[src/rtl/generator_stream_if.sv]
// generator_stream_if: ready/valid/data/last stream channel.
// The master drives valid/data/last and samples ready; the slave is the reverse.
interface generator_stream_if #(
  parameter int DW = 16
);
  logic          valid;
  logic          ready;
  logic [DW-1:0] data;
  logic          last;

  modport master (output valid, output data, output last, input ready);
  modport slave  (input valid, input data, input last, output ready);
endinterface

[src/rtl/generator_stream.sv]
// generator_stream: ready/valid burst source for bring-up and test traffic.
// Emits bursts of up/down-counter, LFSR or constant words, with a programmable
// ready-qualified gap before every word and start/stop run-time control.
// All outputs come straight from registers.
// Build option: GENERATOR_STREAM_LFSR_EN -- when defined, mode 2 is a Galois
// LFSR using POLY; when undefined, mode 2 behaves exactly like mode 0.
module generator_stream #(
  parameter int            DW   = 16,
  parameter int            CW   = 16,
  parameter int            GW   = 8,
  parameter logic [DW-1:0] POLY = 16'hB400
) (
  input  logic                clk,
  input  logic                rst,
  input  logic                start,
  input  logic                stop,
  input  logic [1:0]          cfg_mode,
  input  logic [DW-1:0]       cfg_seed,
  input  logic [CW-1:0]       cfg_len,
  input  logic [GW-1:0]       cfg_gap,
  generator_stream_if.master  down,
  output logic                busy,
  output logic                done,
  output logic [CW-1:0]       sent_cnt
);

  typedef enum logic [1:0] {IDLE, GAP, SEND} state_t;

  state_t        state_q;
  logic [1:0]    mode_q;
  logic [CW-1:0] len_q;
  logic [CW-1:0] sent_q;
  logic [GW-1:0] gap_q;
  logic [GW-1:0] gcnt_q;
  logic [DW-1:0] data_q;
  logic          stop_pend_q;
  logic          valid_q;
  logic          last_q;
  logic          busy_q;
  logic          done_q;

  logic          hs_d;
  logic [CW-1:0] sent_d;
  logic [GW-1:0] gcnt_d;
  logic          last_cur_d;
  logic          last_next_d;
  logic [DW-1:0] data_d;

  // Next pattern word after a completed handshake.
  function automatic logic [DW-1:0] advance(input logic [1:0] mode, input logic [DW-1:0] d);
    case (mode)
      2'd1:    return d - DW'(1);
`ifdef GENERATOR_STREAM_LFSR_EN
      2'd2:    return (d >> 1) ^ (d[0] ? POLY : '0);
`endif
      2'd3:    return d;
      default: return d + DW'(1);
    endcase
  endfunction

  // First word of a burst; an all-zero LFSR state would lock up, so use 1.
  function automatic logic [DW-1:0] first_word(input logic [1:0] mode, input logic [DW-1:0] seed);
`ifdef GENERATOR_STREAM_LFSR_EN
    if (mode == 2'd2 && seed == '0) return DW'(1);
`else
    if (mode == 2'd2) return seed;
`endif
    return seed;
  endfunction

`ifndef GENERATOR_STREAM_LFSR_EN
  // The polynomial has no consumer when the LFSR is not built.
  logic unused_poly;
  assign unused_poly = ^POLY;
`endif

  // Handshake detection and next-value helpers for the FSM.
  always_comb begin
    hs_d        = valid_q && down.ready;
    sent_d      = sent_q + CW'(1);
    gcnt_d      = gcnt_q + GW'(1);
    last_cur_d  = (len_q != '0) && (sent_q == len_q - CW'(1));
    last_next_d = (len_q != '0) && (sent_d == len_q - CW'(1));
    data_d      = advance(mode_q, data_q);
  end

  // Burst FSM with registered stream, status and counter outputs.
  always_ff @(posedge clk or negedge rst) begin
    if (!rst) begin
      state_q     <= IDLE;
      mode_q      <= '0;
      len_q       <= '0;
      sent_q      <= '0;
      gap_q       <= '0;
      gcnt_q      <= '0;
      data_q      <= '0;
      stop_pend_q <= 1'b0;
      valid_q     <= 1'b0;
      last_q      <= 1'b0;
      busy_q      <= 1'b0;
      done_q      <= 1'b0;
    end else begin
      done_q <= 1'b0;
      case (state_q)
        IDLE: begin
          if (start && !stop) begin
            mode_q      <= cfg_mode;
            len_q       <= cfg_len;
            gap_q       <= cfg_gap;
            data_q      <= first_word(cfg_mode, cfg_seed);
            sent_q      <= '0;
            gcnt_q      <= '0;
            stop_pend_q <= 1'b0;
            busy_q      <= 1'b1;
            if (cfg_gap == '0) begin
              state_q <= SEND;
              valid_q <= 1'b1;
              last_q  <= (cfg_len == CW'(1));
            end else begin
              state_q <= GAP;
            end
          end
        end
        GAP: begin
          if (stop) begin
            state_q <= IDLE;
            gcnt_q  <= '0;
            busy_q  <= 1'b0;
            done_q  <= 1'b1;
          end else if (down.ready) begin
            if (gcnt_d == gap_q) begin
              gcnt_q  <= '0;
              state_q <= SEND;
              valid_q <= 1'b1;
              last_q  <= last_cur_d;
            end else begin
              gcnt_q <= gcnt_d;
            end
          end
        end
        SEND: begin
          if (hs_d) begin
            sent_q <= sent_d;
            data_q <= data_d;
            if (last_q || stop_pend_q || stop) begin
              state_q     <= IDLE;
              valid_q     <= 1'b0;
              last_q      <= 1'b0;
              busy_q      <= 1'b0;
              done_q      <= 1'b1;
              stop_pend_q <= 1'b0;
            end else if (gap_q != '0) begin
              state_q <= GAP;
              valid_q <= 1'b0;
              last_q  <= 1'b0;
            end else begin
              last_q <= last_next_d;
            end
          end else if (stop) begin
            stop_pend_q <= 1'b1;
          end
        end
        default: state_q <= IDLE;
      endcase
    end
  end

  assign down.valid = valid_q;
  assign down.data  = data_q;
  assign down.last  = last_q;
  assign busy       = busy_q;
  assign done       = done_q;
  assign sent_cnt   = sent_q;

endmodule

[src/flat_wrapper.sv]
// flat-port wrapper written by rule: the top's interface ports become plain ports
module generator_stream_flat 
#(
  parameter int            DW   = 16,
  parameter int            CW   = 16,
  parameter int            GW   = 8,
  parameter logic [DW-1:0] POLY = 16'hB400
)
  (clk, rst, start, stop, cfg_mode, cfg_seed, cfg_len, cfg_gap, busy, done, sent_cnt, down_valid, down_data, down_last, down_ready);
  generator_stream_if #(.DW(DW)) down_i ();
  input  logic clk;
  input  logic rst;
  input  logic start;
  input  logic stop;
  input  logic [1:0] cfg_mode;
  input  logic [DW-1:0] cfg_seed;
  input  logic [CW-1:0] cfg_len;
  input  logic [GW-1:0] cfg_gap;
  output logic busy;
  output logic done;
  output logic [CW-1:0] sent_cnt;
  output wire logic [$bits(down_i.valid)-1:0] down_valid;
  output wire logic [$bits(down_i.data)-1:0] down_data;
  output wire logic [$bits(down_i.last)-1:0] down_last;
  input wire logic [$bits(down_i.ready)-1:0] down_ready;
  assign down_valid = down_i.valid;
  assign down_data = down_i.data;
  assign down_last = down_i.last;
  assign down_i.ready = down_ready;
  generator_stream #(.DW(DW), .CW(CW), .GW(GW), .POLY(POLY)) u_core (.clk(clk), .rst(rst), .start(start), .stop(stop), .cfg_mode(cfg_mode), .cfg_seed(cfg_seed), .cfg_len(cfg_len), .cfg_gap(cfg_gap), .down(down_i), .busy(busy), .done(done), .sent_cnt(sent_cnt));
endmodule
[config.mk]
export PLATFORM = sky130hd
export DESIGN_NAME = generator_stream_flat
export DESIGN_NICKNAME = d
export VERILOG_FILES = /design/src/rtl/generator_stream_if.sv /design/src/rtl/generator_stream.sv /design/src/flat_wrapper.sv
export SDC_FILE = /design/constraint.sdc
export NUM_CORES = 1
export LEC_CHECK = 0
export ABC_AREA = 1
export BUFFER_PORTS_ARGS = -buffer_cell sky130_fd_sc_hd__buf_2
export CORE_ASPECT_RATIO = 0.9
export CORE_UTILIZATION = 55
export DETAILED_ROUTE_END_ITERATION = 12
export GPL_TIMING_DRIVEN = 0
export PLACE_DENSITY = 0.84
export SYNTH_ARGS = -nofsm -noshare
export SYNTH_HDL_FRONTEND = slang
export SYNTH_SLANG_ARGS = --single-unit
[constraint.sdc]
create_clock -name clk -period 3.75 [get_ports clk]
set_input_delay 0.5625 -clock clk [delete_from_list [all_inputs] [get_ports clk]]
set_output_delay 0.5625 -clock clk [all_outputs]
set_load 0.02 [all_outputs]
# After elaboration in Yosys (flattened, before gate mapping)
# Index checks and enable logic that the tools add are counted.
# op_classes
n_addsub,5
n_eq_ne,23
n_mux,57
reduce_logical,23
# ops
cell,n
2-to-1 mux 16 bit,6
case mux 16 bit (2 select lines),3
adder 16 x 1 -> 16 bit (second input constant),2
== test 16 bit,2
2-to-1 mux 8 bit,4
subtractor 16 x 1 -> 16 bit (second input constant),2
2-to-1 mux 1 bit,29
== test 16 x 1 -> 1 bit (second input constant),1
2-to-1 mux 2 bit,8
case mux 8 bit (2 select lines),1
nonzero test 16 bit,1
!= test 2 x 1 -> 1 bit (second input constant),5
AND reduction 5 bit,2
case mux 1 bit (3 select lines),3
adder 8 x 1 -> 8 bit (second input constant),1
== test 8 bit,1
zero test 8 bit,1
!= test 2 bit (second input constant),4
AND reduction 4 bit,2
AND reduction 8 bit,1
nonzero test 8 bit,1
AND reduction 7 bit,1
== test 2 bit (second input constant),3
!= test 3 x 2 -> 1 bit (second input constant),2
other kinds (13),22
# word_totals
ff_bits,73
input_bits,47
out_inout_bits,36
word_cells,120

# Depth between registers and ports, before layout
# depth
depth_word,7
mapped_depth,16
depth_no_buf,16

# Worst setup path before layout
# OpenSTA, ideal clock, no wires.
# synth_path
kind,register -> register
from,register u_core.mode_q[1]
to,register u_core.data_q[12] (netlist: u_core.down.data[12])
setup_ns,0.124
arrival_ns,2.516
required_ns,3.626
path_slack_ns,1.110
path_stages_with_launch,13
path_buffers,0
period_less_slack_ns,2.640
cell_sequence,dfrtp_1 nor2_1 inv_1 fa_1 o21ai_0 nand3_1 nand2_1 a21o_1 nand3_1 nand3_1 nand3_1 o211ai_1 nand2_1
# synth_via
elab_chain_len,4
word_cells_on_any_way,7
cone_classes,3 x eq/ne; 3 x mux; 1 x reduce/logical
# synth_lines
item,line_no,source
"start, declared",generator_stream.sv:30,logic [1:0] mode_q;
"start signal, assigned",generator_stream.sv:107,mode_q <= cfg_mode;
== test 2 bit or == test 2 x 1 -> 1 bit (tied branches),generator_stream.sv:51,case (mode)
case mux 16 bit (2 select lines),generator_stream.sv:51,
2-to-1 mux 16 bit,generator_stream.sv:142,if (hs_d) begin
case mux 16 bit (2 select lines),generator_stream.sv:104,case (state_q)
"end signal, assigned",generator_stream.sv:110,"data_q <= first_word(cfg_mode, cfg_seed);"
"end signal, assigned",generator_stream.sv:144,data_q <= data_d;
"end, declared",generator_stream.sv:35,logic [DW-1:0] data_q;
# Several ways; a longest one is shown, not always the timed one. The select of a mux whose other input is x is not followed.
# A chain may end at the register's enable or synchronous reset.

# Worst setup path after layout
# Same ends and word-level chain as after synthesis.

==> results.cfg <==
[sta]
setup_violations = 0
fin_crit_sh_pct = 87.7
slew_violations = 0
skew_ns = 0.00981
rsz0062_at_grt = no
finalCriticalPeriod_ns = 3.29
relSlewSlack_pct = 20.1
tightest_slew_ns = 1.19
setup_tns_ns = 0
max_freq_mhz = 304
whs_ns = 0.00515
hold_viol = 0

[grt]
grt.overflow.total = 0
grt_max_degree = 69
grt_pass1_wl_mm = 23.9
grtUsageTotal_pct = 28.8
grt_pass1_vias = 5215
antenna_found_initial = 0

[drt]
vias = 5509
via_per_inst = 5.39
drtPass1Iterations = 5
drtIter0Drc = 351
drtAntennaViolNets = 0
wirelength_mm = 13.7
route.detailed.drc = 0
drt-wirelength-per-cell_um = 13.4

[place]
io_buffers = 82
place_area_sq_um = 6090
routabilityCongestion = 0.910
dpl.hpwl_mm = 10.5

[synthesis]
synth_nets = 867
ys_seq_area_share_pct = 33.3
synth_most_common_cell = nand2_1
async_flop_share_pct = 100
mappedNetlistArea_sq_um = 5490
synth_largest_area_cell = dfrtp_1
synth_seq_cells = 73
yosysWarnings = 0
ys_top_cells_by_area = dfrtp_1 33%, nand2_1 15%, inv_1 7.0%, nand3_1 6.4%, o21ai_0 5.2%
ys.flop_type = dfrtp_1
synth_commonest_cells = 214 x nand2_1, 103 x inv_1, 73 x dfrtp_1
syn_inst = 797
netlist.area_leader.share_pct = 33.3
synth_edf_count = 0
yosysUniqueCellTypes = 45
postSynthAreaPerCell_sq_um = 6.89

[die]
die_y_um = 96.8
start_util_pct = 56.6
fp.dieW_um = 107
coreArea_sq_um = 9700
ios = 83
rows = 34
dieArea_sq_um = 10400

[power]
p_leak_nw = 3.22
p_total_mw = 4.89
ir_worst_vdd_uv = 528
p_per_area_nw_per_um2 = 774

[cts]
clock_path_buffers = 2
cts_tree = built
post_cts_resize_count = 0
post-cts-setup-buffers = 0
insertion_delay_ns = 0.36
cts_max_level = 3
cts.clk_slew.worst_paths_ns = 0.08
ctsRootBufferMaster = clkbuf_8
clock_sinks = 73
hold_buffers = 0
cts_buffers = 9

[layout]
post-route-util_pct = 65.1
diodes = 0
final_nets = 961
final_cell_area_sq_um = 6320
area_delta_synth_final_pct = 15.1
drive_gt1_share_pct = 16.3
fillers = 879

[setup_path]
critical_path_required_ns = 4.00
setup.worst_path.start = u_core.mode_q[1]$_DFFE_PN0P_
end_kind = register
worst_setup_path_start_kind = register
cp.arrival_ns = 3.54
reg2reg_from = u_core.mode_q[1]$_DFFE_PN0P_
cp_max_fo = 16
path_class = reg -> reg

[outcome]
status = finished clean

[run]
timing.max_cap.violations = 0

[worst_hold_path]
hold_class = in -> async
## sequential cells by signal, summed over array words and instances, names as in the netlist
| name | flops |
|---|---|
| u_core.sent_cnt | 16 |
| u_core.state_q | 2 |
| u_core.len_q | 16 |
| u_core.done | 1 |
| u_core.gcnt_q | 8 |
| u_core.mode_q | 2 |
| u_core.busy | 1 |
| u_core.down.data | 16 |
| u_core.gap_q | 8 |
| u_core.down.valid | 1 |
| u_core.down.last | 1 |
| u_core.stop_pend_q | 1 |
## final cells by class
class	count	area, sq um	share of cell area (%)
timing repair buffer	83	440	6.97
buffer	14	56.3	0.891
clock inverter	5	77.6	1.23
sequential	73	1830	28.9
clock buffer	11	151	2.40
multi-input combinational	601	3200	50.6
inverter	109	410	6.50
tap	126	158	2.50
## path summary, 6_finish.rpt
kind	to	slack [ns]	cells past startpoint
hold reg to reg	u_core.gap_q[2]$_DFFE_PN0P_	0.51	2
setup reg to reg	u_core.down.data[12]$_DFFE_PN0P_	0.46	12
min in group clk	u_core.down.data[12]$_DFFE_PN0P_	0.43	3
max in group asynchronous	u_core.len_q[2]$_DFFE_PN0P_	3.21	2
hold / removal	u_core.sent_cnt[13]$_DFFE_PN0P_	0.005	1
setup / recovery	u_core.down.data[12]$_DFFE_PN0P_	0.46	12
## logic make-up (layout without fill, tap and decap cells)
kind of cell | count (synthesis) | in the layout | share of synthesized area (%)
compound gates | 137 | 137 | 14.2
xor+xnor | 30 | 30 | 5.17
fa+ha+maj | 23 | 23 | 5.38
buf+inv | 123 | 222 | 8.50
flops | 73 | 73 | 33.3
mux | 2 | 2 | 0.410
simple gates | 409 | 409 | 33.0
## where the power goes
| part | internal, mW | switching (mW) | total, mW | leakage, nW |
|---|---|---|---|---|
| Sequential | 1.05 | 0.281 | 1.33 | 0.922 |
| Clock | 0.409 | 0.311 | 0.719 | 0.115 |
| Combinational | 1.03 | 1.80 | 2.84 | 2.19 |
## through the flow
step	setup WS (ns)	instances
finish	0.461	1022
global route	0.188	1022
CTS	0.462	1022
detailed placement	0.475	1006
global placement	0.579	1005
floorplan	1.11	797
## critical path, stage by stage, from the launching register on
cell and delay [ns]:
dfrtp_1 0.40, nor2_1 0.91, inv_1 0.16, fa_1 0.45, o21ai_0 0.34, nand3_1 0.13
nand2_1 0.17, a21o_1 0.18, nand3_1 0.10, nand3_1 0.08, nand3_1 0.08, o211ai_1 0.11
nand2_1 0.06
## cell usage in the layout (no fill, tap or decap), drive strengths merged
cell type / instances
mux2: 2
fa: 1
dfrtp: 73
nor2: 83
a2111oi: 1
buf: 87
o21a: 6
o21bai: 1
bufinv: 2
nand3: 73
ha: 22
xnor3: 1
a221oi: 1
a21oi: 39
nand3b: 1
and3: 1
clkbuf: 21
nor3: 8
clkinvlp: 1
clkinv: 5
o211ai: 8
o31ai: 1
inv: 106
a31oi: 2
a211oi: 1
nand4: 9
o21ai: 59
nor4: 5
o22ai: 14
nand2: 227
xnor2: 9
a21o: 4
xor2: 20
or2: 2
## layer usage
| metal | part of all wire, % | vias to the layer above | GRT usage [%] |
|---|---|---|---|
| li1 | - | 2787 | - |
| met3 | 5.9 | 26 | 5.05 |
| met1 | 46 | 2517 | 38.3 |
| met4 | 1.8 | 0 | 9.06 |
| met2 | 46 | 179 | 47.6 |
| met5 | 0 | - | 0 |
(Power assumes the default switching activity.)
